File: config.mk
export PLATFORM = sky130hd
export DESIGN_NAME = multdiv_ctrl_flat
export DESIGN_NICKNAME = d
export VERILOG_FILES = /design/src/rtl/multdiv_pkg.sv /design/src/rtl/multdiv_if.sv /design/src/rtl/multdiv_iter_cnt.sv /design/src/rtl/multdiv_ctrl.sv /design/src/flat_wrapper.sv
export SDC_FILE = /design/constraint.sdc
export NUM_CORES = 1
export LEC_CHECK = 0
export ABC_AREA = 1
export CORE_MARGIN = 1.5
export CORE_UTILIZATION = 41
export DETAILED_ROUTE_END_ITERATION = 8
export GPL_TIMING_DRIVEN = 0
export PLACE_DENSITY_LB_ADDON = 0.05
export RECOVER_POWER = 25
export REMOVE_ABC_BUFFERS = 1
export SLEW_MARGIN = 25
export SYNTH_ARGS = -nofsm -noshare
export SYNTH_HDL_FRONTEND = slang
export SYNTH_SLANG_ARGS = --single-unit
export TNS_END_PERCENT = 10
File: constraint.sdc
create_clock -name clk -period 1.6 [get_ports clk]
set_input_delay 0.32 -clock clk [delete_from_list [all_inputs] [get_ports clk]]
set_output_delay 0.32 -clock clk [all_outputs]
set_load 0.02 [all_outputs]
File: src/rtl/multdiv_pkg.sv
// Shared encodings, FSM states and default iteration counts for the
// MULT/DIV sequencer.
package multdiv_pkg;

  localparam logic [1:0] OP_HOLD = 2'b00;
  localparam logic [1:0] OP_MULT = 2'b01;
  localparam logic [1:0] OP_DIV  = 2'b10;

  localparam int MULT_CYCLES_DEF = 32;
  localparam int DIV_CYCLES_DEF  = 33;
  localparam int CNT_W_DEF       = 6;

  typedef enum logic [1:0] {
    IDLE    = 2'd0,
    CLEAR   = 2'd1,
    RUN     = 2'd2,
    CAPTURE = 2'd3
  } state_e;

  function automatic logic op_legal(input logic [1:0] op);
    return (op == OP_MULT) || (op == OP_DIV);
  endfunction

endpackage

File: src/rtl/multdiv_if.sv
// Bundle of CPU request/response and MultDiv datapath signals seen by the
// sequencer; the controller uses the slave view.
interface multdiv_if;

  logic        op_start;
  logic [1:0]  op_sel;
  logic [31:0] op_a;
  logic [31:0] op_b;
  logic        rd_hilo;
  logic [31:0] md_a;
  logic [31:0] md_b;
  logic [1:0]  md_ctrl;
  logic        md_reset;
  logic [31:0] md_hi;
  logic [31:0] md_lo;
  logic        md_divzero;
  logic [31:0] hi_q;
  logic [31:0] lo_q;
  logic        busy;
  logic        stall;
  logic        done;
  logic        div_zero_exc;

  modport slave (
    input  op_start, op_sel, op_a, op_b, rd_hilo, md_hi, md_lo, md_divzero,
    output md_a, md_b, md_ctrl, md_reset, hi_q, lo_q, busy, stall, done,
           div_zero_exc
  );

  modport master (
    output op_start, op_sel, op_a, op_b, rd_hilo, md_hi, md_lo, md_divzero,
    input  md_a, md_b, md_ctrl, md_reset, hi_q, lo_q, busy, stall, done,
           div_zero_exc
  );

endinterface

File: src/rtl/multdiv_iter_cnt.sv
// Iteration counter for the datapath run phase: clears, counts while enabled,
// saturates at all-ones and flags the last iteration (count == limit-1).
module multdiv_iter_cnt
  import multdiv_pkg::*;
#(
  parameter int CNT_W = CNT_W_DEF
) (
  input  logic             clk,
  input  logic             reset,
  input  logic             clr,
  input  logic             en,
  input  logic [CNT_W-1:0] limit,
  output logic             terminal
);

  logic [CNT_W-1:0] cnt_q;
  logic [CNT_W-1:0] cnt_d;

  always_comb begin
    cnt_d = cnt_q;
    if (clr) begin
      cnt_d = '0;
    end else if (en && (cnt_q != '1)) begin
      cnt_d = cnt_q + 1'b1;
    end
  end

  always_ff @(posedge clk or negedge reset) begin
    if (!reset) begin
      cnt_q <= '0;
    end else begin
      cnt_q <= cnt_d;
    end
  end

  assign terminal = (cnt_q == (limit - 1'b1));

endmodule

File: src/rtl/multdiv_ctrl.sv
// Sequencer between the CPU control unit and the iterative MultDiv datapath:
// latches operands, clears the datapath, runs N iterations, captures HI/LO.
module multdiv_ctrl
  import multdiv_pkg::*;
#(
  parameter int MULT_CYCLES = MULT_CYCLES_DEF,
  parameter int DIV_CYCLES  = DIV_CYCLES_DEF,
  parameter int CNT_W       = CNT_W_DEF
) (
  input logic      clk,
  input logic      reset,
  multdiv_if.slave bus
);

  localparam logic [CNT_W-1:0] MULT_LIM = CNT_W'(MULT_CYCLES);
  localparam logic [CNT_W-1:0] DIV_LIM  = CNT_W'(DIV_CYCLES);

  state_e      state_q, state_d;
  logic [1:0]  op_q, op_d;
  logic [31:0] md_a_q, md_a_d;
  logic [31:0] md_b_q, md_b_d;
  logic [1:0]  md_ctrl_q, md_ctrl_d;
  logic        md_reset_q, md_reset_d;
  logic [31:0] hi_q, hi_d;
  logic [31:0] lo_q, lo_d;
  logic        busy_q, busy_d;
  logic        done_q, done_d;
  logic        exc_q, exc_d;

  logic             cnt_term;
  logic [CNT_W-1:0] cnt_limit;

  assign cnt_limit = (op_q == OP_DIV) ? DIV_LIM : MULT_LIM;

  // Counter sits at zero outside RUN, so RUN always starts from iteration 0.
  multdiv_iter_cnt #(.CNT_W(CNT_W)) u_iter_cnt (
    .clk      (clk),
    .reset    (reset),
    .clr      (state_q != RUN),
    .en       (state_q == RUN),
    .limit    (cnt_limit),
    .terminal (cnt_term)
  );

  always_comb begin
    state_d = state_q;
    op_d    = op_q;
    md_a_d  = md_a_q;
    md_b_d  = md_b_q;
    hi_d    = hi_q;
    lo_d    = lo_q;
    done_d  = 1'b0;
    exc_d   = 1'b0;

    case (state_q)
      IDLE: begin
        if (bus.op_start) begin
          if ((bus.op_sel == OP_DIV) && (bus.op_b == 32'd0)) begin
            exc_d = 1'b1;
          end else if (op_legal(bus.op_sel)) begin
            op_d    = bus.op_sel;
            md_a_d  = bus.op_a;
            md_b_d  = bus.op_b;
            state_d = CLEAR;
          end
        end
      end
      CLEAR: state_d = RUN;
      RUN: begin
        if (bus.md_divzero) begin
          exc_d   = 1'b1;
          state_d = IDLE;
        end else if (cnt_term) begin
          state_d = CAPTURE;
        end
      end
      CAPTURE: begin
        hi_d    = bus.md_hi;
        lo_d    = bus.md_lo;
        done_d  = 1'b1;
        state_d = IDLE;
      end
      default: state_d = IDLE;
    endcase

    // Datapath controls are registered, so derive them from the next state.
    md_reset_d = (state_d == CLEAR);
    md_ctrl_d  = (state_d == RUN) ? op_d : OP_HOLD;
    busy_d     = (state_d != IDLE);
  end

  always_ff @(posedge clk or negedge reset) begin
    if (!reset) begin
      state_q    <= IDLE;
      op_q       <= OP_HOLD;
      md_a_q     <= '0;
      md_b_q     <= '0;
      md_ctrl_q  <= OP_HOLD;
      md_reset_q <= 1'b0;
      hi_q       <= '0;
      lo_q       <= '0;
      busy_q     <= 1'b0;
      done_q     <= 1'b0;
      exc_q      <= 1'b0;
    end else begin
      state_q    <= state_d;
      op_q       <= op_d;
      md_a_q     <= md_a_d;
      md_b_q     <= md_b_d;
      md_ctrl_q  <= md_ctrl_d;
      md_reset_q <= md_reset_d;
      hi_q       <= hi_d;
      lo_q       <= lo_d;
      busy_q     <= busy_d;
      done_q     <= done_d;
      exc_q      <= exc_d;
    end
  end

  assign bus.md_a         = md_a_q;
  assign bus.md_b         = md_b_q;
  assign bus.md_ctrl      = md_ctrl_q;
  assign bus.md_reset     = md_reset_q;
  assign bus.hi_q         = hi_q;
  assign bus.lo_q         = lo_q;
  assign bus.busy         = busy_q;
  assign bus.done         = done_q;
  assign bus.div_zero_exc = exc_q;
  assign bus.stall        = busy_q & (bus.rd_hilo | bus.op_start);

endmodule

File: src/flat_wrapper.sv
// flat-port wrapper written by rule: the top's interface ports become plain ports
module multdiv_ctrl_flat import multdiv_pkg::*;
#(
  parameter int MULT_CYCLES = MULT_CYCLES_DEF,
  parameter int DIV_CYCLES  = DIV_CYCLES_DEF,
  parameter int CNT_W       = CNT_W_DEF
)
  (clk, reset, bus_op_start, bus_op_sel, bus_op_a, bus_op_b, bus_rd_hilo, bus_md_hi, bus_md_lo, bus_md_divzero, bus_md_a, bus_md_b, bus_md_ctrl, bus_md_reset, bus_hi_q, bus_lo_q, bus_busy, bus_stall, bus_done, bus_div_zero_exc);
  multdiv_if bus_i ();
  input logic clk;
  input logic reset;
  input wire logic [$bits(bus_i.op_start)-1:0] bus_op_start;
  input wire logic [$bits(bus_i.op_sel)-1:0] bus_op_sel;
  input wire logic [$bits(bus_i.op_a)-1:0] bus_op_a;
  input wire logic [$bits(bus_i.op_b)-1:0] bus_op_b;
  input wire logic [$bits(bus_i.rd_hilo)-1:0] bus_rd_hilo;
  input wire logic [$bits(bus_i.md_hi)-1:0] bus_md_hi;
  input wire logic [$bits(bus_i.md_lo)-1:0] bus_md_lo;
  input wire logic [$bits(bus_i.md_divzero)-1:0] bus_md_divzero;
  output wire logic [$bits(bus_i.md_a)-1:0] bus_md_a;
  output wire logic [$bits(bus_i.md_b)-1:0] bus_md_b;
  output wire logic [$bits(bus_i.md_ctrl)-1:0] bus_md_ctrl;
  output wire logic [$bits(bus_i.md_reset)-1:0] bus_md_reset;
  output wire logic [$bits(bus_i.hi_q)-1:0] bus_hi_q;
  output wire logic [$bits(bus_i.lo_q)-1:0] bus_lo_q;
  output wire logic [$bits(bus_i.busy)-1:0] bus_busy;
  output wire logic [$bits(bus_i.stall)-1:0] bus_stall;
  output wire logic [$bits(bus_i.done)-1:0] bus_done;
  output wire logic [$bits(bus_i.div_zero_exc)-1:0] bus_div_zero_exc;
  assign bus_i.op_start = bus_op_start;
  assign bus_i.op_sel = bus_op_sel;
  assign bus_i.op_a = bus_op_a;
  assign bus_i.op_b = bus_op_b;
  assign bus_i.rd_hilo = bus_rd_hilo;
  assign bus_i.md_hi = bus_md_hi;
  assign bus_i.md_lo = bus_md_lo;
  assign bus_i.md_divzero = bus_md_divzero;
  assign bus_md_a = bus_i.md_a;
  assign bus_md_b = bus_i.md_b;
  assign bus_md_ctrl = bus_i.md_ctrl;
  assign bus_md_reset = bus_i.md_reset;
  assign bus_hi_q = bus_i.hi_q;
  assign bus_lo_q = bus_i.lo_q;
  assign bus_busy = bus_i.busy;
  assign bus_stall = bus_i.stall;
  assign bus_done = bus_i.done;
  assign bus_div_zero_exc = bus_i.div_zero_exc;
  multdiv_ctrl #(.MULT_CYCLES(MULT_CYCLES), .DIV_CYCLES(DIV_CYCLES), .CNT_W(CNT_W)) u_core (.clk(clk), .reset(reset), .bus(bus_i));
endmodule
# Word level (Yosys, flattened, before mapping)
# Index checks and enable logic that the tools add are counted.
# Widths: inputs -> output; s select.
[totals] mem_bits_rw=0 memories=0 wordCells=55 input_bits=135 out_inout_bits=135 latch_bits=0 mem_bits_ro=0 regBits=144
[op_classes] eq_ne=11 div_mod_pow=0 n_bitwise=3 multipliers=0 n_addsub=2 magnitude_cmp=0 n_shift=0 mux=19 reduce_logical=8
[op_table] op="$logic_not 32->1" count=1
[op_table] op="$mux 2" count=10
[op_table] op="$mux 6" count=2
[op_table] op="$eq 2x2->1 const B" count=5
[op_table] op="$pmux 2 s4" count=1
[op_table] op="$add 6x1->6 const B" count=1
[op_table] op="$eq 2x1->1 const B" count=3
[op_table] op="$eq 6x6->1" count=1
[op_table] op="$ne 6x6->1 const B" count=1
[op_table] op="$sub 6x1->6 const B" count=1
[op_table] op="$mux 1" count=5
[op_table] op="$reduce_and 4->1" count=1
[op_table] op="$reduce_bool 2->1" count=2
[op_table] op="$logic_and 1x1->1" count=2
[op_table] op="$logic_not 2->1" count=1
[op_table] op="$ne 2x2->1 const B" count=1
[op_table] op="$pmux 1 s2" count=1
[op_table] op="$and 1x1->1" count=1
[op_table] op="$logic_or 1x1->1" count=1
[op_table] op="$not 1->1" count=1
[op_table] op="$or 1x1->1" count=1

# Logic depth before layout (Yosys ltp)
# Gate-level depths: netlist of the first run.
[logic_depth] word_depth=9 depth_mapped=10 ltp_nobuf=10

# Modules after synthesis
# A second synthesis of the first run with hierarchy kept.
[unflattened] hier_cells=714 hier_area_um2=5915.7
[by_module_without_submodules] module="multdiv_ctrl" cells_each=626 instances=1 area_per_inst_um2=5370.2 seq_area_each_um2=3453.3
[by_module_without_submodules] module="multdiv_iter_cnt" cells_each=88 instances=1 area_per_inst_um2=545.5 seq_area_each_um2=150.1

# Worst setup path after synthesis of the first run
# No wires, ideal clock.
[synth_timing] path_type="input to register" startpoint="in bus_op_sel[0]" endpoint="reg u_core.busy_q (netlist: u_core.bus.busy)" path_slack_ns=0.143 arrival_ns=1.333 cell_stages=9 setup_time_ns=0.124 required_time_ns=1.476 n_path_buf=1 cell_sequence="inv_1 -> ha_1 -> nand2_1 -> nor2_1 -> nand2_1 -> o21bai_4 -> buf_6 -> nand2_1 -> or2_1"
[synth_between] elab_chain_cells=7 elab_cells_between_ends=9 classes_between="eq/ne (2); mux (4); reduce/logical (3)"
[synth_rtl] element="start: declaration" line_no="flat_wrapper.sv:13" text="input wire logic [$bits(bus_i.op_sel)-1:0] bus_op_sel;"
[synth_rtl] element="$eq 2x1->1 or $eq 2x2->1 (tied branches)" line_no="multdiv_pkg.sv:21, multdiv_ctrl.sv:58"
[synth_rtl] element="$logic_or 1x1->1" line_no="multdiv_pkg.sv:21" text="return (op == OP_MULT) || (op == OP_DIV);"
[synth_rtl] element="$mux 2" line_no="multdiv_ctrl.sv:60" text="end else if (op_legal(bus.op_sel)) begin"
[synth_rtl] element="$mux 2 (*)" line_no="multdiv_ctrl.sv:58" text="if ((bus.op_sel == OP_DIV) && (bus.op_b == 32'd0)) begin"
[synth_rtl] element="$mux 2 (*)" line_no="multdiv_ctrl.sv:57" text="if (bus.op_start) begin"
[synth_rtl] element="$pmux 2 s4 (*)" line_no="multdiv_ctrl.sv:55" text="case (state_q)"
[synth_rtl] element="net u_core.state_d[0]" line_no="multdiv_ctrl.sv:18" text="state_e state_q, state_d;"
[synth_rtl] element="$reduce_bool 2->1 (*)" line_no="multdiv_ctrl.sv:89" text="busy_d = (state_d != IDLE);"
[synth_rtl] element="net u_core.busy_d" line_no="multdiv_ctrl.sv:26" text="logic busy_q, busy_d;"
[synth_rtl] element="end signal: assignment" line_no="multdiv_ctrl.sv:114" text="busy_q <= busy_d;"
[synth_rtl] element="end: declaration" line_no="multdiv_ctrl.sv:26"
# The timed path passes the listed nets; every way through them passes the cells marked *.
# A chain may end at the register's enable or synchronous reset.

# Worst setup path after layout of the first run
[layout_timing] startpoint="in bus_op_start" endpoint="reg u_core.md_a_q[13] (netlist: u_core.bus.md_a[13])"
[layout_between] elab_chain_cells=1
[layout_rtl] element="start: declaration" line_no="flat_wrapper.sv:12" text="input wire logic [$bits(bus_i.op_start)-1:0] bus_op_start;"
[layout_rtl] element="$reduce_and 4->1 (no source line)"
[layout_rtl] element="end signal: assignment" line_no="multdiv_ctrl.sv:108" text="md_a_q <= md_a_d;"
[layout_rtl] element="end: declaration" line_no="multdiv_ctrl.sv:20" text="logic [31:0] md_a_q, md_a_d;"
# Every way passes these cells.

==> impl_metrics.env, run 1 <==
export IMPL_hold_depth=3
export IMPL_crit_path_start_kind="input pin"
export IMPL_synth_area_leaders="dfrtp_1, nand2_1, nor2_1"
export IMPL_cap_violations=0
export IMPL_tightest_slew_ns=0.601
export IMPL_clock_sinks=144
export IMPL_io_buffers=269
export IMPL_drv_slew=0
export IMPL_core_area_sq_mm=0.0134
export IMPL_synth_warnings=0
export IMPL_critPathArrivalTime_ns=1.93
export IMPL_outcome="finished, violations left"
export IMPL_drive_gt1_share_pct=10.6
export IMPL_synth_top_family_by_area="simple AND/OR/NAND/NOR gates"
export IMPL_synth_top_cell_area_share_pct=63.4
export IMPL_syn_avg_cell_area_sq_um=8.55
export IMPL_num_vias=5335
export IMPL_yosysMostFrequentCell="nand2_1"
export IMPL_synth_seq_cells=144
export IMPL_hold_viol_final=0
export IMPL_hold_end="u_core.bus.md_b[10]"
export IMPL_synthArstFlopShare_pct=100
export IMPL_synthMuxAreaShare_pct=0
export IMPL_fin_crit_sh_pct=102
export IMPL_insertion_delay_ns=0.41
export IMPL_r2r_start="u_core.state_q[1]"
export IMPL_dp_cells=1086
export IMPL_rows=42
export IMPL_die_w_microns=121
export IMPL_hold_class="in -> reg"
export IMPL_die_area_sq_mm=0.0146
export IMPL_slowest_stage="clkdlybuf4s50_1"
export IMPL_yosysSeqAreaShare_pct=63.4
export IMPL_synth_edf_count=0
export IMPL_drc=0
export IMPL_dr_pass1_iters=5
export IMPL_worstRegToRegCells=8
export IMPL_fmax_mhz=614
export IMPL_synthXorXnorAreaFrac_pct=0.154
export IMPL_syn_area_sq_mm=0.00569
export IMPL_critPathMaxStageDelay_ns=0.49
export IMPL_path_clk_slew_ns=0.06
export IMPL_cts_tree="done"
export IMPL_hold_worst_slack_ns=0.171
export IMPL_grt_pass1_vias=5414
export IMPL_reg2reg_slack_ns=-0.01
export IMPL_relSlewSlack_pct=59.9
export IMPL_finalClockSkew_ns=0.00731
export IMPL_die_h_microns=121
export IMPL_critPathBufInv=5
export IMPL_fin_crit_ns=1.63
export IMPL_gr_usage_all_layers_pct=24.0
export IMPL_crit_family="buffers and inverters"
export IMPL_p_per_area_mw_per_mm2=1850
export IMPL_place_gp_congestion=0.778
export IMPL_grt_max_degree=80
export IMPL_reg2reg_to="u_core.bus.md_a[13]"
export IMPL_wirelength_mm=17.1
export IMPL_cts_root_buffer_cell="clkbuf_16"
export IMPL_synth_adder_area_share_pct=0.440
export IMPL_setup_ws_ns=-0.0288
export IMPL_synthDistinctLibCells=22
export IMPL_start_util_pct=42.4
export IMPL_grt_antenna_before_repair=3
export IMPL_yosys_area_top_type="dfrtp_1"
export IMPL_synth_compound_area_share_pct=2.49
export IMPL_hp_start="bus_op_b[10]"
export IMPL_ir_drop_mv=1.00
export IMPL_ys_flop_type="dfrtp_1"
export IMPL_tritoncts_num_buffers=17
export IMPL_criticalPathCategory="in -> reg"
export IMPL_rsz0062_at_grt="yes"
export IMPL_htreeDepth=4
export IMPL_routed_via_density=4.67
export IMPL_place_hpwl_mm=11.6
export IMPL_syn_inst=665
export IMPL_io_pins=270
export IMPL_violations="setup timing"
export IMPL_syn_to_final_growth_pct=65.9
export IMPL_cp_cell_sequence="clkdlybuf4s50_1 > inv_1 > nor3_4 > nand2_2 > o21bai_4 > buf_6 > buf_16 > buf_16 > nand2_1 > nand2_1"
export IMPL_fin_cells=1142
export IMPL_grt_pass1_wl_mm=26.9
export IMPL_clock_path_buffers=2
export IMPL_setup_viol=51
export IMPL_drt_iter0_drc=290
export IMPL_ant_nets=0
export IMPL_worstSetupStartpoint="bus_op_start"
export IMPL_gr_total_overflow=0
export IMPL_synthSimpleGateAreaFrac_pct=29.4
export IMPL_end_kind="flip-flop"
export IMPL_cp_max_fo=16
export IMPL_synthTopCellsByCount="nand2_1, dfrtp_1, nor2_1"
export IMPL_final_nets=1088
export IMPL_critPathRequiredTime_ns=1.90
export IMPL_p_leak_uw=0.00497
export IMPL_wl_per_cell_microns=15.0
==> worst reg2reg max path: cells and delay by family, from the launching register on <==
kind	cells	cell delay [ns]
AO/OA/AOI/OAI	1	0.19
buffers and inverters	3	0.43
flip-flops	1	0.44
AND/OR/NAND/NOR	4	0.45
==> final cells by class <==
cell class,instances,area (sq um)
clock buffer,27,543
multi-input combinational,467,2060
tap,176,220
fill,1100,3970
antenna,3,7.51
clock inverter,4,22.5
inverter,29,133
sequential,144,3610
timing repair buffer,292,2840
==> where the power goes <==
group / total, uW / leakage (uW) / internal (uW) / switching (uW)
clock: 3710 / 0.000281 / 2300 / 1410
combinational: 7530 / 0.00293 / 2990 / 4540
sequential: 6260 / 0.00177 / 5330 / 931
==> placed cells by master (no fill, tap or decap), drive strengths merged, types with 3 or more instances in the layout <==
cell type and count:
clkbuf 27, dlygate4sd2 135, dlymetal6s2s 8, nand2 389, inv 29, nand3 14, clkinv 3, o21bai 3
o21ai 19, clkdlybuf4s50 124, buf 23, nor2 30, dfrtp 144, diode 3
==> stage by stage <==
| stage | utilization, % | power, uW | setup TNS (ns) | cell area (sq um) | worst slack (ns) |
|---|---|---|---|---|---|
| floorplan | - | 10000 | -132.67 | 5560 | -1.18 |
| global placement | 63.2 | 14300 | -1101.59 | 8470 | -5.49 |
| detailed placement | 63.9 | 14600 | -88.77 | 8570 | -1.22 |
| CTS | 69.5 | 17500 | -1.65 | 9320 | -0.0847 |
| global route | 70.4 | 18600 | -3.61 | 9440 | -0.0936 |
| finish | 70.4 | 17500 | -0.705 | 9440 | -0.0288 |
==> sequential cells by signal, summed over array words and instances, names as in the netlist <==
register                 count
u_core.bus.hi_q             32
u_core.bus.lo_q             32
u_core.bus.md_a             32
u_core.bus.md_b             32
u_core.u_iter_cnt.cnt_q      6
u_core.bus.md_ctrl           2
u_core.op_q                  2
u_core.state_q               2
u_core.bus.busy              1
u_core.bus.div_zero_exc      1
u_core.bus.done              1
u_core.bus.md_reset          1
==> layer usage <==
layer / up-vias / global-route usage [%] / part of all wire [%]
met1: 2493 / 27.4 / 40
met4: 0 / 10.6 / 2.5
met2: 203 / 41.3 / 50
met5: - / 0 / 0
met3: 32 / 7.55 / 7.2
li1: 2607 / - / -
==> repair_timing <==
item	4_1_cts	5_1_grt
gates resized for setup	172	54
setup buffers	16	3
pin swaps	11	34
hold buffers	1	0
endpoints found under the hold margin	65	0
cloned	4	1
endpoints found under the setup margin	271	115
==> worst max path at each step <==
stage / to / slack (ns) / cells past startpoint
floorplan: u_core.bus.done / -1.18 / 2
global placement: u_core.bus.md_b[20] / -5.49 / 1
detailed placement: u_core.bus.md_b[15] / -1.22 / 9
CTS: u_core.bus.md_a[28] / -0.08 / 9
global route: u_core.bus.md_a[19] / -0.09 / 10
finish: u_core.bus.md_a[13] / -0.03 / 10
==> cells by family (layout without fill, tap and decap cells) <==
kind of cell | count (synthesis) | after routing
compound gates | 24 | 26
simple gates | 438 | 438
other cells | 0 | 3
xor+xnor | 1 | 1
flops | 144 | 144
buf+inv | 56 | 352
fa+ha+maj | 2 | 2
Power figures use the tool's default switching activity.
==> run 2, diff against run 1 <==
Settings changed: CORE_UTILIZATION 41 to 44.
Clock period 1.6 ns to 1.9 ns, I/O delays scaled along.
==> run 2 against run 1 <==
Net effect:
- the run now ends clean
- largest power group unchanged
- clock power about the same
- combinational power decreased by 7.2%
- setup slack improved by 0.096 ns
- clock skew grew 0.0060 ns
- critical path type unchanged
- die area is 6.7% lower
==> impl_metrics.env, run 2 (synthesized netlist as in run 1, its figures left out) <==
export IMPL_htreeDepth=4
export IMPL_num_vias=5220
export IMPL_p_per_area_mw_per_mm2=1720
export IMPL_dr_pass1_iters=4
export IMPL_grt_pass1_wl_mm=24.8
export IMPL_finalClockSkew_ns=0.0133
export IMPL_syn_to_final_growth_pct=63.5
export IMPL_insertion_delay_ns=0.42
export IMPL_dpl_cell_area_sq_mm=0.00858
export IMPL_clkPwrFrac_pct=23.1
export IMPL_seq_power_share_pct=33.1
export IMPL_criticalPathCategory="in -> reg"
export IMPL_fmax_mhz=546
export IMPL_switching_share_pct=35.9
export IMPL_final_cell_area_sq_mm=0.00930
export IMPL_n_antenna_cell=0
export IMPL_die_w_microns=117
export IMPL_grt_max_degree=98
export IMPL_core_area_sq_mm=0.0126
export IMPL_worstRegToRegCells=5
export IMPL_hold_worst_slack_ns=0.442
export IMPL_io_buffers=269
export IMPL_fin_crit_sh_pct=96.5
export IMPL_path_clk_slew_ns=0.06
export IMPL_gr_usage_all_layers_pct=24.3
export IMPL_p_comb_share_pct=43.8
export IMPL_hold_class="in -> async"
export IMPL_place_gp_congestion=0.786
export IMPL_start_util_pct=45.1
export IMPL_p_leak_uw=0.00451
export IMPL_drt_iter0_drc=311
export IMPL_ir_drop_mv=0.938
export IMPL_r2r_start="u_core.state_q[0]"
export IMPL_place_hpwl_mm=11.8
export IMPL_layout_cells_most_common="nand2_1"
export IMPL_drive_gt1_share_pct=4.65
export IMPL_critPathRequiredTime_ns=2.20
export IMPL_worstSetupStartpoint="bus_op_sel[1]"
export IMPL_routed_via_density=4.67
export IMPL_die_h_microns=117
export IMPL_hold_viol_final=0
export IMPL_ant_nets=0
export IMPL_setup_viol=0
export IMPL_grt_pass1_vias=4971
export IMPL_cp_max_fo=15
export IMPL_cts_tree="done"
export IMPL_rsz0062_at_grt="yes"
export IMPL_clock_path_buffers=2
export IMPL_p_sw_uw=5730
export IMPL_tightest_slew_ns=0.872
export IMPL_drv_slew=0
export IMPL_crit_path_start_kind="input pin"
export IMPL_tritoncts_num_buffers=17
export IMPL_fin_crit_ns=1.83
export IMPL_setup_tns_ns=0
export IMPL_final_nets=1070
export IMPL_grt_antenna_before_repair=0
export IMPL_crit_end="u_core.bus.busy"
export IMPL_outcome="finished, final reports clean"
export IMPL_clock_sinks=144
export IMPL_die_area_sq_mm=0.0136
export IMPL_gr_total_overflow=0
export IMPL_cts_root_buffer_cell="clkbuf_16"
export IMPL_relSlewSlack_pct=41.9
export IMPL_drc=0
export IMPL_final_cell_mix="nand2_1, clkdlybuf4s50_1, dfrtp_1"
export IMPL_end_kind="flip-flop"
export IMPL_cap_violations=0
export IMPL_critPathArrivalTime_ns=2.13
export IMPL_wl_per_cell_microns=14.9
export IMPL_reg2reg_slack_ns=0.13
export IMPL_wirelength_mm=16.6
export IMPL_reg2reg_to="u_core.bus.lo_q[31]"
export IMPL_rows=41
export IMPL_internal_power_uw=10200
export IMPL_io_pins=270
==> run 2: worst min path at each step <==
stage	from	to	depth (start not counted)
4_1_cts	reset	u_core.bus.md_a[19]	2
2_1_floorplan	reset	u_core.bus.busy	0
5_1_grt	reset	u_core.bus.md_a[19]	2
3_5_place_dp	reset	u_core.bus.md_a[29]	1
3_3_place_gp	u_core.bus.lo_q[29]	u_core.bus.lo_q[29]	2
6_report	reset	u_core.bus.md_a[29]	2
==> run 2: what timing repair did <==
item	in CTS	in global routing
pin swaps	1	0
buffers inserted	1	0
gates resized for setup	4	7
hold buffers	1	0
endpoints found under the hold margin	47	0
endpoints found under the setup margin	103	63
gates cloned	1	0
==> run 2: layer usage <==
| metal | up-vias | track usage (%) | routed length (microns) |
|---|---|---|---|
| met1 | 2430 | 26.8 | 6270 |
| met4 | 0 | 10.1 | 337 |
| li1 | 2557 | - | - |
| met3 | 21 | 9.19 | 1500 |
| met2 | 212 | 42.4 | 8520 |
| met5 | - | 0 | 0 |
==> run 2: stage by stage <==
step,worst slack (ns),total power [uW],std cells,util (%)
global route,-0.0683,16800,1118,73.7
global placement,-5.18,12100,1079,67.1
CTS,-0.0260,16100,1118,73.6
floorplan,-0.885,8440,638,-
detailed placement,-1.10,12300,1083,68.0
finish,0.0670,16000,1118,73.7
==> run 2: worst max-delay path: stages <==
cell,delay (ns)
clkdlybuf4s50_1,0.50
ha_1,0.16
nand2_1,0.05
nor2_1,0.16
nand2_2,0.13
o21bai_4,0.18
buf_4,0.24
nand2_1,0.09
or2_1,0.23
==> run 2: power by group through the flow <==
stage / clock network [uW] / registers (uW) / logic (uW)
after floorplan: 0 / 6950 / 1490
after CTS: 3760 / 5270 / 7070
after detailed placement: 0 / 5270 / 7010
after global routing: 3910 / 5430 / 7510
final: 3690 / 5280 / 6990
after global placement: 0 / 5210 / 6850
==> run 2: layout make-up <==
type                    instances  area, sq um
inverters                      29          121
flip-flops and latches        144         3600
repair buffers                275         2800
multi-input cells             466         1890
well taps                     172          215
clock inverters                 9          178
fillers                       950         3320
clock buffers                  23          488
